## src/rtl/serial_byte_receiver.sv

```systemverilog
// serial_byte_receiver: 8N1 UART receiver with 16x oversampling, 3-sample majority vote,
// false-start rejection, framing-error detection and idle / end-of-packet reporting.
//   i_clk           system clock, rising edge
//   i_rst_n         asynchronous active-low reset
//   i_rx            asynchronous serial input, idles high
//   o_data_ready    one-cycle pulse, o_data holds a newly received byte
//   o_data          last good byte, held until the next good byte
//   o_frame_err     one-cycle pulse, stop bit sampled low
//   o_idle          line high for at least IDLE_BITS bit times
//   o_endofpacket   one-cycle pulse when o_idle rises after at least one byte
module serial_byte_receiver #(
    parameter int DIVISOR   = 27,
    parameter int IDLE_BITS = 16
) (
    input  logic       i_clk,
    input  logic       i_rst_n,
    input  logic       i_rx,
    output logic       o_data_ready,
    output logic [7:0] o_data,
    output logic       o_frame_err,
    output logic       o_idle,
    output logic       o_endofpacket
);
    localparam int DIV_W   = $clog2(DIVISOR);
    localparam int GAP_MAX = IDLE_BITS * 16;
    localparam int GAP_W   = $clog2(GAP_MAX + 1);

    typedef enum logic [2:0] {S_IDLE, S_START, S_DATA, S_STOP, S_BREAK} state_t;

    state_t             r_state;
    state_t             w_state_next;
    logic [1:0]         r_sync;
    logic [DIV_W-1:0]   r_div;
    logic [3:0]         r_ph;
    logic               r_s7;
    logic               r_s8;
    logic [7:0]         r_shift;
    logic [2:0]         r_bit;
    logic               r_data_ready;
    logic [7:0]         r_data;
    logic               r_frame_err;
    logic [GAP_W-1:0]   r_gap;
    logic               r_idle_d;
    logic               r_got;

    logic               w_rxs;
    logic               w_start;
    logic               w_tick;
    logic [3:0]         w_ph_next;
    logic               w_at7;
    logic               w_at8;
    logic               w_at9;
    logic               w_wrap;
    logic               w_maj;
    logic               w_good_stop;
    logic               w_bad_stop;
    logic               w_idle;
    logic               w_eop;

    assign w_rxs       = r_sync[1];
    assign w_start     = (r_state == S_IDLE) && !w_rxs;
    assign w_tick      = (r_div == DIV_W'(DIVISOR - 1));
    // Sample points are named by the phase value the tick advances into, so the
    // decision lands 9 ticks after the start edge (centre of the bit).
    assign w_ph_next   = r_ph + 4'd1;
    assign w_at7       = w_tick && (w_ph_next == 4'd7);
    assign w_at8       = w_tick && (w_ph_next == 4'd8);
    assign w_at9       = w_tick && (w_ph_next == 4'd9);
    assign w_wrap      = w_tick && (r_ph == 4'd15);
    assign w_maj       = (r_s7 & r_s8) | (r_s7 & w_rxs) | (r_s8 & w_rxs);
    assign w_good_stop = (r_state == S_STOP) && w_at9 && w_maj;
    assign w_bad_stop  = (r_state == S_STOP) && w_at9 && !w_maj;
    assign w_idle      = (r_gap == GAP_W'(GAP_MAX));
    assign w_eop       = w_idle && !r_idle_d && r_got;

    assign o_data_ready  = r_data_ready;
    assign o_data        = r_data;
    assign o_frame_err   = r_frame_err;
    assign o_idle        = w_idle;
    assign o_endofpacket = w_eop;

    always_ff @(posedge i_clk or negedge i_rst_n) begin
        if (!i_rst_n) begin
            r_state <= S_IDLE;
        end else begin
            r_state <= w_state_next;
        end
    end

    always_comb begin
        w_state_next = r_state;
        case (r_state)
            S_IDLE:  w_state_next = w_rxs ? S_IDLE : S_START;
            S_START: w_state_next = (w_at9 && w_maj) ? S_IDLE : (w_wrap ? S_DATA : S_START);
            S_DATA:  w_state_next = (w_wrap && r_bit == 3'd7) ? S_STOP : S_DATA;
            S_STOP:  w_state_next = w_at9 ? (w_maj ? S_IDLE : S_BREAK) : S_STOP;
            // Hold here until the line recovers so a stuck-low line cannot re-trigger.
            S_BREAK: w_state_next = w_rxs ? S_IDLE : S_BREAK;
            default: w_state_next = S_IDLE;
        endcase
    end

    always_ff @(posedge i_clk or negedge i_rst_n) begin
        if (!i_rst_n) begin
            r_sync       <= 2'b11;
            r_div        <= '0;
            r_ph         <= '0;
            r_s7         <= 1'b1;
            r_s8         <= 1'b1;
            r_shift      <= '0;
            r_bit        <= '0;
            r_data_ready <= 1'b0;
            r_data       <= '0;
            r_frame_err  <= 1'b0;
            r_gap        <= GAP_W'(GAP_MAX);
            r_idle_d     <= 1'b1;
            r_got        <= 1'b0;
        end else begin
            r_sync <= {r_sync[0], i_rx};
            // Start detect realigns the oversample grid to the falling edge.
            r_div  <= (w_start || w_tick) ? '0 : r_div + DIV_W'(1);
            r_ph   <= w_start ? '0 : (w_tick ? w_ph_next : r_ph);
            if (w_at7) r_s7 <= w_rxs;
            if (w_at8) r_s8 <= w_rxs;
            if (r_state == S_DATA && w_at9) r_shift <= {w_maj, r_shift[7:1]};
            if (r_state == S_START) r_bit <= '0;
            else if (r_state == S_DATA && w_wrap) r_bit <= r_bit + 3'd1;
            r_data_ready <= w_good_stop;
            r_frame_err  <= w_bad_stop;
            if (w_good_stop) r_data <= r_shift;
            r_gap <= w_start ? '0
                   : (r_state == S_IDLE && w_rxs && w_tick && !w_idle) ? r_gap + GAP_W'(1)
                   : r_gap;
            r_idle_d <= w_idle;
            r_got    <= w_eop ? 1'b0 : (r_data_ready ? 1'b1 : r_got);
        end
    end
endmodule

```

## config.mk

```make
export PLATFORM = sky130hd
export DESIGN_NAME = serial_byte_receiver
export DESIGN_NICKNAME = d
export VERILOG_FILES = /design/src/rtl/serial_byte_receiver.sv
export SDC_FILE = /design/constraint.sdc
export NUM_CORES = 1
export LEC_CHECK = 0
export BUFFER_PORTS_ARGS = -buffer_cell sky130_fd_sc_hd__clkbuf_2
export CAP_MARGIN = 20
export CORE_UTILIZATION = 53
export CTS_CLUSTER_DIAMETER = 60
export DETAILED_ROUTE_END_ITERATION = 7
export PLACE_DENSITY = 0.74
export SYNTH_ARGS = -nofsm -noshare
export SYNTH_HDL_FRONTEND = slang
export SYNTH_SLANG_ARGS = --single-unit
```

## constraint.sdc

```tcl
create_clock -name i_clk -period 2.15 [get_ports i_clk]
set_input_delay 0.1075 -clock i_clk [delete_from_list [all_inputs] [get_ports i_clk]]
set_output_delay 0.1075 -clock i_clk [all_outputs]
set_load 0.02 [all_outputs]
```

==> results by group <==
Synthesis
  • FF+latch count, synth: 48
  • Synth Flop Type: dfrtp_1
  • Post-Syn Instances: roughly 190
  • Mapped Nets: between 200 and 250
  • Sequential-to-total area share from yosys stat: 53.97%
  • Avg Inst Size Synth: ~12 sq um
  • Post-synth EDFFs: 0
  • Synth unique cells: 44
  • Synthesized area: 2240 sq um
  • Synth warn: 0
  • Synth async-reset ratio: 100.0%

Finish
  • Nets@finish: 234
  • N_diodes: 0
  • Share of post-route cells with drive strength above 1: 30.63%
  • Fillcell total: between 300 and 400
  • Finished Layout Cells: 272
  • Layout area overhead: 17.32%

Job
  • Maxcap violations: 0

Run status
  • Outcome: finished clean

Global routing
  • Vias in the first global route: 1,603
  • Pin count of the biggest net entering global routing: 28
  • First-pass GRT wire length: 7320 um
  • Gr usage total: 22.22%
  • GRT overflow: 0
  • Initial antenna violation count: 0

Timing
  • Max Fclk: 487.1 MHz
  • Setup Viol. Count Final: 0
  • Final min period: 2.053 ns
  • Crit share post-route: 95.49%
  • Fin. max-slew vios: 0
  • Setup TNS: 0 ns
  • Clock Skew: 0.007606 ns
  • Slew headroom: 58.19%
  • Hold Vio Cnt, Final: 0
  • Worst Tran Pin Value: 0.6258 ns
  • RSZ-0062 raised after global routing: no

Pwr
  • Leakage: 0.001218 uW
  • Combinational Power Share: ~1.4%
  • PD cells: 611.2 nW/um^2
  • Int Pwr: between 1000 and 1500 uW
  • VDD IR max: roughly 0.00032 V
  • Clock share of power: between 40% and 50%
  • Psw: 314.9 uW
  • Sw Share: 19.61%
  • Sequential cell fraction of total power: 56.5%

Placement
  • Cells after DPL: 259
  • # port buffers: 14
  • HPWL reported at the end of detailed placement: 3095 um
  • GP Congestion: between 0.8 and 0.9

Floorplanning
  • Die ar.: 4490 sq um
  • Top Ports: 15
  • Die width: 67.01 um
  • Cell Rows: 23
  • Die Y: ~67 um
  • Area of the core: around 4000 sq um
  • Initial Util: 55.59%

Worst setup path
  • Cell Chain, Critical Path: inv_1, ha_1, and4b_2, nand3_4, nor4_4, buf_6, mux2_2
  • R2R setup slack: 0.1 ns
  • RR Endpoint: o_data[3]
  • Worst Setup EP: o_data[3]
  • Slowest stage cell, crit path: dfrtp_1
  • Crit path max-delay family: simple AND/OR/NAND/NOR gates
  • Reg2reg path depth: 7
  • CP max FO: 9
  • CP Depth: 7
  • Critical Path Start: r_div[0]
  • Worst R2R Start: r_div[0]
  • CP Buf/Inv Count: 2
  • CP required: 2.34 ns
  • Critical Path AT: 2.24 ns
  • Crit. End Element: register
  • Crit Path Class: register to register
  • Worst setup SP type: register
  • Slowest stage delay, CP: roughly 0.42 ns

Route
  • # DRC: 0
  • Drt pass-1 iters: 4
  • Remaining antenna violation count: 0
  • DRT iter0 DRCs: 81
  • Drt wl/cell: 15.72 um
  • WL final: 4275 um
  • Routed vias: 1,536
  • Vias/cell: between 5 and 6

Clock tree
  • Clock Pin Slew Worst Setup and Hold Paths: around 0.09 ns
  • Clk root buf: clkbuf_8
  • Clk Latency, worst-skew pair: 0.30 ns
  • CTS tree: built
  • Clock buffer count from CTS: 5
  • CTS max path bufs: 2
  • H-tree level count: 2
  • Clk sinks: 48

Worst hold path
  • Worst min-delay path class: primary input to asynchronous set/reset pin
## final cells by class
type | count | area (sq um) | area share (%)
Timing Repair Buffer | 28 | 183.9 | 7.000
Inverter | 9 | 33.78 | 1.286
Tap cell | 50 | 62.56 | 2.381
Sequential cell | 48 | 1209 | 46.00
Multi-Input combinational cell | 129 | 1017 | 38.71
Clock inverter | 2 | 38.79 | 1.476
Clock buffer | 6 | 82.58 | 3.143
## power groups by stage
stage	sequential [uW]	clock (uW)	combinational, uW
after floorplan	925	0	0.559
after global placement	925	0	20.3
after detailed placement	925	0	21.5
after CTS	908	685	24.4
after global routing	908	727	27.6
final	908	675	22.8
## routing by layer
metal  vias to the layer above  share of wire (%)  track usage, %
met5                         -                  0               0
li1                        747                  -               -
met2                        21                 53           38.13
met4                         0               0.70           7.181
met1                       766                 43           26.83
met3                         2                2.5           5.651
## how the worst min path moves through the flow
| stage | endpoint | from | cells after the start |
|---|---|---|---|
| after floorplan | o_data[0] | i_rst_n | 0 |
| after global placement | r_gap[7] | i_rst_n | 1 |
| after detailed placement | r_gap[7] | i_rst_n | 1 |
| after CTS | r_gap[3] | i_rst_n | 2 |
| after global routing | r_sync[1] | r_sync[0] | 0 |
| final | r_ph[0] | i_rst_n | 2 |
## cells by family after synthesis
family	share of synthesized area, %
xor+xnor	3.073
flops	53.97
compound gates	9.163
buf+inv	1.899
mux	9.441
simple gates	16.43
fa+ha+maj	6.034
## cells in the mapped netlist (2+ instances only)
library cell / instances / area, sq um
nand4_1: 2 / 12.51
nor2_1: 17 / 63.81
ha_1: 10 / 125.1
o31ai_1: 6 / 45.04
xnor2_1: 3 / 26.28
nor4b_1: 2 / 17.52
or3_1: 2 / 12.51
nand3_1: 11 / 55.05
mux2_2: 17 / 191.4
nand2_1: 8 / 30.03
a41oi_1: 2 / 17.52
inv_1: 9 / 33.78
xor2_1: 3 / 26.28
mux2i_1: 2 / 20.02
dfstp_2: 6 / 157.7
or4_1: 4 / 30.03
dfrtp_1: 42 / 1051
a21oi_1: 9 / 45.04
o21ai_0: 6 / 30.03
nor3_1: 3 / 15.01
## registers in the layout, summed over array words and instances, names as in the netlist, 2 cells and up
register and cells:
r_gap 9, o_data 8, r_shift 8, r_div 5
r_ph 4, r_bit 3, r_state 3, r_sync 2
## what timing repair did
item,4_1_cts,5_1_grt
buffers inserted,0,3
endpoints found under the setup margin,1,15
hold buffers,2,0
gates resized for setup,2,3
pin swaps,0,1
hold endpoints to repair,18,0
## cells in the final DEF (no fill, tap or decap), types with 3 or more instances in the layout
| cell | n |
|---|---|
| a21oi_1 | 9 |
| nand2_1 | 8 |
| o21ai_0 | 6 |
| clkbuf_2 | 14 |
| clkbuf_8 | 6 |
| nand3_1 | 11 |
| nor2_1 | 17 |
| nor3_1 | 3 |
| ha_1 | 10 |
| dfrtp_1 | 42 |
| o31ai_1 | 6 |
| or4_1 | 4 |
| inv_1 | 9 |
| xor2_1 | 3 |
| buf_4 | 11 |
| dfstp_2 | 6 |
| mux2_2 | 17 |
## stage by stage
stage          utilization (%)  cell area (sq um)  total power [uW]  hold slack, ns  setup WS [ns]
2_1_floorplan                -               2240             925.3         -0.1881        0.05797
3_3_place_gp             60.34               2431             945.5         0.09640         0.1438
3_5_place_dp             60.34               2431             946.8          0.1099        0.05180
4_1_cts                  64.16               2585              1617          0.3236        0.03983
5_1_grt                  65.22               2628              1663          0.3686       0.002200
6_report                 65.22               2628              1606          0.3077        0.09696
Power figures use the tool's default switching activity.
